===== src/rtl/gate_vector_sequencer.sv =====
// Exhaustive input-vector source for an N-input gate under test: walks 0..2^N-1 for PASSES sweeps.
// Latency: first vector one cycle after start is sampled, then one vector per cycle while out_ready is high.
// Backpressure: out_valid/out_data/out_last hold stable while out_ready is low; nothing is dropped.
//
// Ports:
//   clk, rst_n         clock and synchronous active-low reset
//   start, abort       run request (IDLE/DONE only) and run cancel (RUN only)
//   out_valid/ready    vector handshake; out_data is the gate input vector
//   out_last           marks the final vector of the run
//   busy, done         run in progress / run finished normally (held until next start)
//   vec_count          accepted transfers this run, saturating
//   cov_pct            floor(100 * unique vectors accepted / 2^N_INPUTS)
module gate_vector_sequencer #(
  parameter int N_INPUTS = 2,
  parameter int PASSES   = 1
) (
  input  logic                clk,
  input  logic                rst_n,
  input  logic                start,
  input  logic                abort,
  input  logic                out_ready,
  output logic                out_valid,
  output logic [N_INPUTS-1:0] out_data,
  output logic                out_last,
  output logic                busy,
  output logic                done,
  output logic [15:0]         vec_count,
  output logic [6:0]          cov_pct
);

  localparam int                 NV        = 1 << N_INPUTS;
  localparam int                 UW        = N_INPUTS + 1;
  localparam logic [N_INPUTS-1:0] MAX_VEC  = '1;
  localparam logic [7:0]         LAST_PASS = 8'(PASSES - 1);

  typedef enum logic [1:0] {IDLE, RUN, DONE} state_t;

  state_t              state;
  logic [7:0]          pass;
  logic [NV-1:0]       bitmap;
  logic [UW-1:0]       uniq;

  logic                xfer;
  logic                enter;
  logic                wrap;
  logic [N_INPUTS-1:0] data_nxt;
  logic [7:0]          pass_nxt;
  logic                last_nxt;
  logic                new_hit;
  logic [UW-1:0]       uniq_nxt;
  logic [15:0]         cov_prod;
  logic [6:0]          cov_nxt;
  logic [15:0]         vec_nxt;

  always_comb begin
    xfer     = (state == RUN) && out_valid && out_ready;
    // start in DONE restarts regardless of abort; in IDLE abort wins over start.
    enter    = start && (((state == IDLE) && !abort) || (state == DONE));
    wrap     = (out_data == MAX_VEC);
    data_nxt = out_data + N_INPUTS'(1);
    pass_nxt = pass + 8'(wrap);
    last_nxt = (data_nxt == MAX_VEC) && (pass_nxt == LAST_PASS);
    new_hit  = !bitmap[out_data];
    uniq_nxt = uniq + UW'(new_hit);
    // Dividing by 2^N is a plain shift; coverage is computed from the post-transfer
    // count so the registered value lands in the cycle right after the transfer.
    cov_prod = 16'(uniq_nxt) * 16'd100;
    cov_nxt  = 7'(cov_prod >> N_INPUTS);
    vec_nxt  = (vec_count == 16'hFFFF) ? vec_count : vec_count + 16'd1;
  end

  always_ff @(posedge clk) begin
    if (!rst_n) begin
      state     <= IDLE;
      out_valid <= 1'b0;
      out_data  <= '0;
      out_last  <= 1'b0;
      busy      <= 1'b0;
      done      <= 1'b0;
      vec_count <= '0;
      cov_pct   <= '0;
      pass      <= '0;
      bitmap    <= '0;
      uniq      <= '0;
    end else if (enter) begin
      state     <= RUN;
      out_valid <= 1'b1;
      out_data  <= '0;
      // A run ends on vector 0 only if there is a single vector per pass, which N>=1 rules out.
      out_last  <= 1'b0;
      busy      <= 1'b1;
      done      <= 1'b0;
      vec_count <= '0;
      cov_pct   <= '0;
      pass      <= '0;
      bitmap    <= '0;
      uniq      <= '0;
    end else if (state == RUN) begin
      // Bookkeeping for an accepted vector happens even when abort arrives in the same cycle.
      if (xfer) begin
        vec_count        <= vec_nxt;
        bitmap[out_data] <= 1'b1;
        uniq             <= uniq_nxt;
        cov_pct          <= cov_nxt;
      end
      if (abort) begin
        state     <= IDLE;
        out_valid <= 1'b0;
        out_data  <= '0;
        out_last  <= 1'b0;
        busy      <= 1'b0;
        done      <= 1'b0;
      end else if (xfer) begin
        if (out_last) begin
          state     <= DONE;
          out_valid <= 1'b0;
          out_last  <= 1'b0;
          busy      <= 1'b0;
          done      <= 1'b1;
        end else begin
          out_data <= data_nxt;
          pass     <= pass_nxt;
          out_last <= last_nxt;
        end
      end
    end
  end

endmodule

===== config.mk =====
export PLATFORM = sky130hd
export DESIGN_NAME = gate_vector_sequencer
export DESIGN_NICKNAME = d
export VERILOG_FILES = /design/src/rtl/gate_vector_sequencer.sv
export SDC_FILE = /design/constraint.sdc
export NUM_CORES = 1
export LEC_CHECK = 0
export CAP_MARGIN = 20
export CORE_AREA = 2 2 70 72
export CTS_CLUSTER_DIAMETER = 150
export DETAILED_ROUTE_END_ITERATION = 16
export DIE_AREA = 0 0 72 74
export PLACE_DENSITY = 0.77
export SYNTH_ARGS = -nofsm -noshare
export SYNTH_HDL_FRONTEND = slang
export SYNTH_SLANG_ARGS = --single-unit

===== constraint.sdc =====
create_clock -name clk -period 2.8 [get_ports clk]
set_input_delay 0.28 -clock clk [delete_from_list [all_inputs] [get_ports clk]]
set_output_delay 0.28 -clock clk [all_outputs]
set_load 0.03 [all_outputs]

# ---- Word-level counts from Yosys, hierarchy flattened
# Cells that the tools add are included.
dict set report op_classes {
  n_addsub 4
  multipliers 1
  order_cmp 2
  eq_ne 6
  n_mux 23
  bitwise 5
  n_reduce_logical 24
}
# cell n
set op_table {}
lappend op_table {{adder 16 x 1 -> 16 bit (second input constant)} 1}
lappend op_table {{equality test 16 bit (second input constant)} 1}
lappend op_table {{two-way mux 1 bit} 15}
lappend op_table {{two-way mux 2 bit} 6}
lappend op_table {{AND reduction 3 bit} 4}
lappend op_table {{adder 8 x 1 -> 8 bit} 1}
lappend op_table {{zero test 8 bit} 1}
lappend op_table {{multiplier 3 x 5 -> 7 bit (second input constant)} 1}
lappend op_table {{equality test 2 bit (second input constant)} 3}
lappend op_table {{logical AND 1 bit} 6}
lappend op_table {{nonzero test 2 bit} 3}
lappend op_table {{nonzero test 3 bit} 2}
lappend op_table {{inverter 1 bit} 4}
lappend op_table {{OR 4 bit} 1}
lappend op_table {{AND reduction 2 bit} 2}
lappend op_table {{AND reduction 4 bit} 1}
lappend op_table {{adder 3 x 1 -> 3 bit} 1}
lappend op_table {{less-than comparator 2 x 3 -> 1 bit (second input constant)} 1}
lappend op_table {{adder 2 x 1 -> 2 bit (second input constant)} 1}
lappend op_table {{binary-select mux 1 bit (select 2 bit)} 1}
lappend op_table {{demux 1 bit (select 2 bit)} 1}
lappend op_table {{equality test 2 x 1 -> 1 bit (second input constant)} 1}
lappend op_table {{greater-or-equal comparator 2 x 1 -> 1 bit (second input constant)} 1}
lappend op_table {{zero test 1 bit} 2}
lappend op_table {{other kinds (4)} 4}
dict set report totals {
  reg_bits 45
  input_bits 5
  output_inout_bits 29
}

# ---- Logic depth before layout (Yosys ltp)
# Gate-level depths: netlist of run 1.
dict set report depth {
  depth_word 7
  mapped_depth 10
  mapped_depth_nobuf 10
}

# ---- Worst setup path before layout of run 1
# OpenSTA, ideal clock, no wires.
dict set report synth_path {
  path_kind {register to register}
  startpoint {register out_data[0]}
  endpoint {register cov_pct[6]}
  setup_ns 0.086
  arrival_ns 2.350
  required_time_ns 2.714
  slack_ns 0.365
  stages_incl_launch_ff 11
  n_path_buf 0
  cell_sequence {dfxtp_1 > mux4_2 > inv_1 > ha_1 > ha_1 > xor2_1 > ha_1 > inv_1 > ha_1 > xnor2_1 > a211oi_1}
}
dict set report synth_between {
  elab_chain_len 5
}
# element line
set synth_lines {}
lappend synth_lines {{from (decl)} 23} ;# output logic [N_INPUTS-1:0] out_data,
lappend synth_lines {{from (signal assigned)} 121} ;# out_data <= data_nxt;
lappend synth_lines {{binary-select mux 1 bit (select 2 bit)} 63} ;# new_hit = !bitmap[out_data];
lappend synth_lines {{two-way mux 1 bit (implied by the code)} 63}
lappend synth_lines {{zero test 1 bit} 63}
lappend synth_lines {{adder 3 x 1 -> 3 bit} 64} ;# uniq_nxt = uniq + UW'(new_hit);
lappend synth_lines {{multiplier 3 x 5 -> 7 bit} 67} ;# cov_prod = 16'(uniq_nxt) * 16'd100;
lappend synth_lines {{to (signal assigned)} 104} ;# cov_pct <= cov_nxt;
lappend synth_lines {{to (decl)} 28} ;# output logic [6:0] cov_pct
# Every way passes these cells. The select of a mux whose other input is x is not followed.
# A chain may end at the register's enable or synchronous reset.

# ---- Worst setup path after layout of run 1
# Same ends and word-level chain as after synthesis.

==> results of run 1 <==
[synth_stat cells, drive strengths merged (7+ instances only)]
library cell   n
a21oi         25
clkbuf         9
dfxtp         39
ha            13
inv            7
nand2         21
nand3         13
nand4          7
nor2          15
o21ai         10
or3            7
or4            7
xnor2          8
[final timing paths]
| kind | slack, ps | to | from |
|---|---|---|---|
| worst max-delay path | 470 | cov_pct[6] | out_data[0] |
| worst min-delay path | 460 | cov_pct[5] | cov_pct[5] |
| worst max register to register | 470 | cov_pct[6] | out_data[0] |
| worst min register to register | 460 | cov_pct[5] | cov_pct[5] |
[metal layers]
layer	part of all wire, %	global-route usage [%]	up-vias
met5	0	0	-
met4	1.5	7.76	0
met3	4.0	4.34	6
met2	48	28.8	40
met1	46	20.6	866
li1	-	-	917
[power by group through the flow]
| stage | clock (mW) | sequential (mW) | combinational (mW) |
|---|---|---|---|
| after global placement | 0 | 0.574 | 0.0640 |
| after global routing | 0.508 | 0.561 | 0.0705 |
| after CTS | 0.487 | 0.561 | 0.0652 |
| after detailed placement | 0 | 0.574 | 0.0647 |
| final | 0.472 | 0.561 | 0.0644 |
| after floorplan | 0 | 0.579 | 0.0351 |
[layout by cell type (no fill, tap or decap), types with 2 or more instances in the layout]
| cell type | n |
|---|---|
| xor2_1 | 5 |
| buf_4 | 5 |
| nor3_1 | 5 |
| clkbuf_8 | 5 |
| clkdlybuf4s50_1 | 33 |
| nand2_1 | 21 |
| or3_1 | 7 |
| nand4_1 | 7 |
| ha_1 | 13 |
| a31oi_1 | 2 |
| o31ai_1 | 5 |
| a21oi_1 | 25 |
| o211ai_1 | 4 |
| dfxtp_1 | 39 |
| o21ai_0 | 10 |
| nor2b_1 | 2 |
| a211oi_1 | 2 |
| or4_1 | 7 |
| nand3_1 | 13 |
| xnor2_1 | 8 |
| nor2_1 | 15 |
| inv_1 | 7 |
| and4_1 | 4 |
| nand2b_1 | 2 |
[worst register-to-register path, cell delays in order (launching register included)]
cell and delay, ps:
dfxtp_1 440, mux4_2 530, inv_1 70, ha_1 140, ha_1 170, xor2_1 80
ha_1 270, inv_1 40, ha_1 190, xnor2_1 120, a211oi_1 210
[registers in the layout, indices dropped and copies added, names as in the netlist]
name,cells
out_last,1
vec_count,16
busy,1
bitmap,4
out_data,2
cov_pct,6
pass,8
done,1
[kinds of logic after synthesis]
group                    after synthesis  share of synthesized area (%)
adder cells (fa/ha/maj)               13                           8.10
buffers and inverters                 19                           3.99
flip-flops                            39                           38.9
AND/OR/NAND/NOR                       93                           25.5
XOR/XNOR                              13                           5.67
AO/OA/AOI/OAI                         54                           16.3
multiplexers                           2                           1.62
[area by class of cell]
cell class | instances | area (sq um)
Sequential cell | 39 | 781
Fill cell | 431 | 2100
Timing Repair Buffer | 38 | 368
Multi-Input combinational cell | 175 | 1150
Clock buffer | 5 | 68.8
Tap cell | 54 | 67.6
Clock inverter | 3 | 43.8
Inverter | 7 | 26.3
==> results.md, run 1 <==
* Initial Utilization at 43.7%
* IO Port Bufs at 33
* Clk pwr share at 43.0%
* # hold bufs at CTS at 0
* Ratio of cells with drive above 1 in the final layout at 7.12%
* Chip width at 72 microns
* Clock skew at 8.79 ps
* Mapped cell area at 2010 sq um
* Worst Tran Pin Value at 682 ps
* WHS Path Cells at 2
* Final period utilization at 83.2%
* Fin. Hold Viols at 0
* Clk buf depth at 2
* Endpoints failing setup at 0
* Synth Warn # at 0
* Seq cells post-synth at 39
* Cell seen most often among critical-path stages: ha_1
* Inst Count DP at 313
* Crit path depth at 10
* Antenna violations before repair at 0
* Htree depth at 2
* GRT Residual Overflow at 0
* Clk root buf: clkbuf_8
* Pleak at 0.863 nW
* Via count at 1,829
* Largest stage delay, worst path at 530 ps
* Cells after Synth at 233
* Area Overhead vs Synth at 24.6%
* Sequential group share of total power at 51.1%
* CP arrival at 2550 ps
* Final Non-Filler Cells at 321
* Crit Path Category: flop to flop
* I/O pins at 34
* Post-CTS Repair Setup Buffers at 0
* Worst skew pair latency at 300 ps
* Gpl congestion at 0.963
* Avg Cell Area, Syn at 8.62 sq um
* Post-synth EDFFs at 0
* Crit-path max FO at 6
* DPL Wire Length at 3060 microns
* Slowest library cell on the worst path: mux4_2
* Synth Flop Type: dfxtp_1
* Tmin final at 2330 ps
* Peak VDD IR at 0.191 mV
* CP cell instances: mux4_2, inv_1, ha_1, ha_1, xor2_1, ha_1, inv_1, ha_1, xnor2_1, a211oi_1
* FF-to-FF path depth at 10
* Outcome: complete, no violations
* CP bufs+invs at 2
* Crit start category: flop
* Switch share at 22.8%
* Final Util at 54.4%
* DR iter-0 viols at 54
* Pre-CTS setup slack at 475 ps
* Area post-placement at 2390 sq um
* Async SR Flop Fraction at 0%
* RSZ-0062 raised after global routing: false
* # clock sinks at 39
* Setup TNS at 0 ps
* Worst-path clk slew at 80 ps
* TritonCTS clock tree: yes
* Slew Viols, Final at 0
* Final wirelength at 4240 microns
* Max-Cap Viols at 0
* Area leader, netlist: dfxtp_1
* Routed WL per cell at 13.2 microns
* Pre-Repair DR Iteration Count at 4
* Core area at 4600 sq um
* Crit path required time at 3020 ps
* Comb pwr share at 5.9%
* Final ANT Viol Nets at 0
* Post-CTS sizing at 0
* Placement Rows at 25
* Die Area at 5330 sq um
* DRC violations left at 0
* Vias per inst at 5.70
* Total Power at 1.10 mW
* Fin Hold WS at 464 ps
* CTS Buf Count at 5
* Dominant cells by area after synthesis: dfxtp_1, ha_1, a21oi_1
* Hold/Removal Path Class: flop to flop
* Rel. slew slack at 54.2%
* Total track usage at 17.0%
* Largest net degree at the start of global routing at 23
* Internal at 847 uW
* Final Net Count at 284
* CP endpoint kind: flop
* Vias in the first global route at 1,676
* Syn nets at 251
* Register area share after synthesis at 38.9%
* Top delay family on crit path: adder cells
* NetSw at 250 uW
* Final Instance Area at 2500 sq um
* Fmax at 429 MHz
* Pwr Density at 439 nW/um^2
* Yosys top cell area share at 38.9%
* Distinct cells, synth at 42
* Die Ht at 74 microns
* First-pass GRT wire length at 7260 microns
* N_diodes at 0
* Final setup margin at 471 ps
Note: power is estimated with default switching activity, not from simulation.
==> inputs of run 2 (changes only) <==
==> constraint.sdc (replaced) <==
create_clock -name clk -period 2.3 [get_ports clk]
set_input_delay 0.23 -clock clk [delete_from_list [all_inputs] [get_ports clk]]
set_output_delay 0.23 -clock clk [all_outputs]
set_load 0.03 [all_outputs]
==> run 2 against run 1 <==
  * Global-route usage rose by 0.11 points
  * Critical path depth shrank 4
  * Via count decreased by 1.5%
  * Largest cell class unchanged
  * First-iteration DRC count up 39%
  * Core utilization is 1.7 points higher
  * Highest routed layer unchanged
  * Wire length is 2.5% higher
  * Largest power group unchanged
  * Sequential power up 22%
  * Die area stayed put
  * Clock power rose by 8.9%
  * Cell area rose by 3.1%
  * Non-clock buffer count up 8
==> results.md, run 2 (synthesis results as in run 1) <==
* RR Endpoint: out_last
* Max reg flops at 16
* Slowest library cell on the worst path: or4_1
* # hold bufs at CTS at 0
* Antenna violations before repair at 0
* Final Non-Filler Cells at 329
* WHS Path Cells at 2
* Outcome: complete, no violations
* Initial Utilization at 43.7%
* Crit path depth at 6
* Final Instance Area at 2580 sq um
* Routing usage on met3 at 4.74%
* Placement Rows at 25
* N_diodes at 0
* Worst skew pair latency at 300 ps
* Worst-path clk slew at 70 ps
* Fin. Hold Viols at 0
* Inst Count DP at 319
* Largest regs: vec_count x16, pass x8, cov_pct x6
* Clock skew at 3.85 ps
* CP bufs+invs at 0
* FF-to-FF path depth at 6
* Crit path required time at 2520 ps
* Crit start category: flop
* Worst Tran Pin Value at 666 ps
* Final period utilization at 96.2%
* CP arrival at 2430 ps
* Clk root buf: clkbuf_8
* CP cell instances: ha_2, ha_2, ha_1, or4b_1, or4_1, o31ai_2
* GR Layer Usage met1 at 19.8%
* Die Area at 5330 sq um
* Peak VDD IR at 0.268 mV
* DRC violations left at 0
* Commonest non-fill, non-tap cells in the layout: dfxtp_1, clkdlybuf4s50_1, a21oi_1
* Crit-path max FO at 4
* Htree depth at 2
* Hold Startpoint: cov_pct[4]
* TritonCTS clock tree: yes
* # clock sinks at 39
* Most common cell after layout, fill and taps aside: dfxtp_1
* Clk buf depth at 2
* Total track usage at 17.2%
* Routed WL per cell at 13.2 microns
* Top delay family on crit path: simple AND/OR/NAND/NOR gates
* IO Port Bufs at 33
* Area Overhead vs Synth at 28.5%
* RSZ-0062 raised after global routing: false
* Vias per inst at 5.48
* Largest net degree at the start of global routing at 21
* Final ANT Viol Nets at 0
* Core area at 4600 sq um
* Rel. slew slack at 55.2%
* DR iter-0 viols at 75
* R2r setup slk at 90 ps
* Total Power at 1.28 mW
* Gpl congestion at 0.845
* Final wirelength at 4350 microns
* Ratio of cells with drive above 1 in the final layout at 12.4%
* Via count at 1,802
* Pre-Repair DR Iteration Count at 4
* DPL Wire Length at 3150 microns
* GRT Residual Overflow at 0
* Chip width at 72 microns
* Hold/Removal Path Class: flop to flop
* Vias in the first global route at 1,629
* Crit Path Category: flop to flop
* Met2 Use GR at 30.2%
* Final Net Count at 292
* CTS Buf Count at 5
* Max-Cap Viols at 0
* I/O pins at 34
* First-pass GRT wire length at 7130 microns
* Area post-placement at 2440 sq um
* Endpoints failing setup at 0
* Setup TNS at 0 ps
* Worst R2R Start: out_data[0]
* Die Ht at 74 microns
* CP endpoint kind: flop
* Largest stage delay, worst path at 490 ps
* Min-Delay Endpoint: cov_pct[4]
* Fmax at 452 MHz
* Gr busiest metal: met2
* Slew Viols, Final at 0
* Largest Register: vec_count
* Tmin final at 2210 ps
* Fin Hold WS at 457 ps
* Cell seen most often among critical-path stages: ha_2
* Pleak at 0.888 nW
* Pwr Density at 498 nW/um^2
-- run 2: power by group --
part	internal, mW	switching [mW]
Clock	0.274	0.241
Combinational	0.0362	0.0518
Sequential	0.678	0.00414
-- run 2: cell type report --
class,count,area [sq um]
timing repair buffer,46,428
tap,54,67.6
sequential,39,786
clock buffer,8,100
fill,452,2020
inverter,7,26.3
multi-input combinational,175,1170
-- run 2: worst max path at each step --
stage                           start         end  slack (ps)
after floorplan           out_data[0]  cov_pct[6]          10
after global placement    out_data[0]    out_last          90
after detailed placement  out_data[0]  cov_pct[6]          40
after CTS                 out_data[0]  cov_pct[6]          10
after global routing      out_data[0]    out_last           6
final                     out_data[0]    out_last          90
-- run 2: routing by layer --
metal | wire length [microns] | part of all wire, %
met5 | 0 | 0
met3 | 177 | 4.1
met1 | 1950 | 45
met2 | 2150 | 49
met4 | 72 | 1.7
-- run 2: worst register-to-register path, delay by kind of cell, from the launching register on --
kind / cells / cell delay [ps]
and+or+nand+nor: 2 / 940
adders and majority gates: 3 / 650
DFF: 1 / 360
AOI/OAI and AO/OA: 1 / 170
-- run 2: repair_timing --
action | in CTS | in global routing
buffers inserted | 0 | 2
resized for setup | 0 | 8
setup endpoints to repair | 0 | 3
-- run 2: stage by stage --
stage | util, % | setup WS [ps]
final | 56.1 | 88.0
after global routing | 56.1 | 6.40
after CTS | 55.2 | 14.6
after detailed placement | 53.0 | 36.1
after global placement | 53.0 | 89.7
after floorplan | - | 13.0
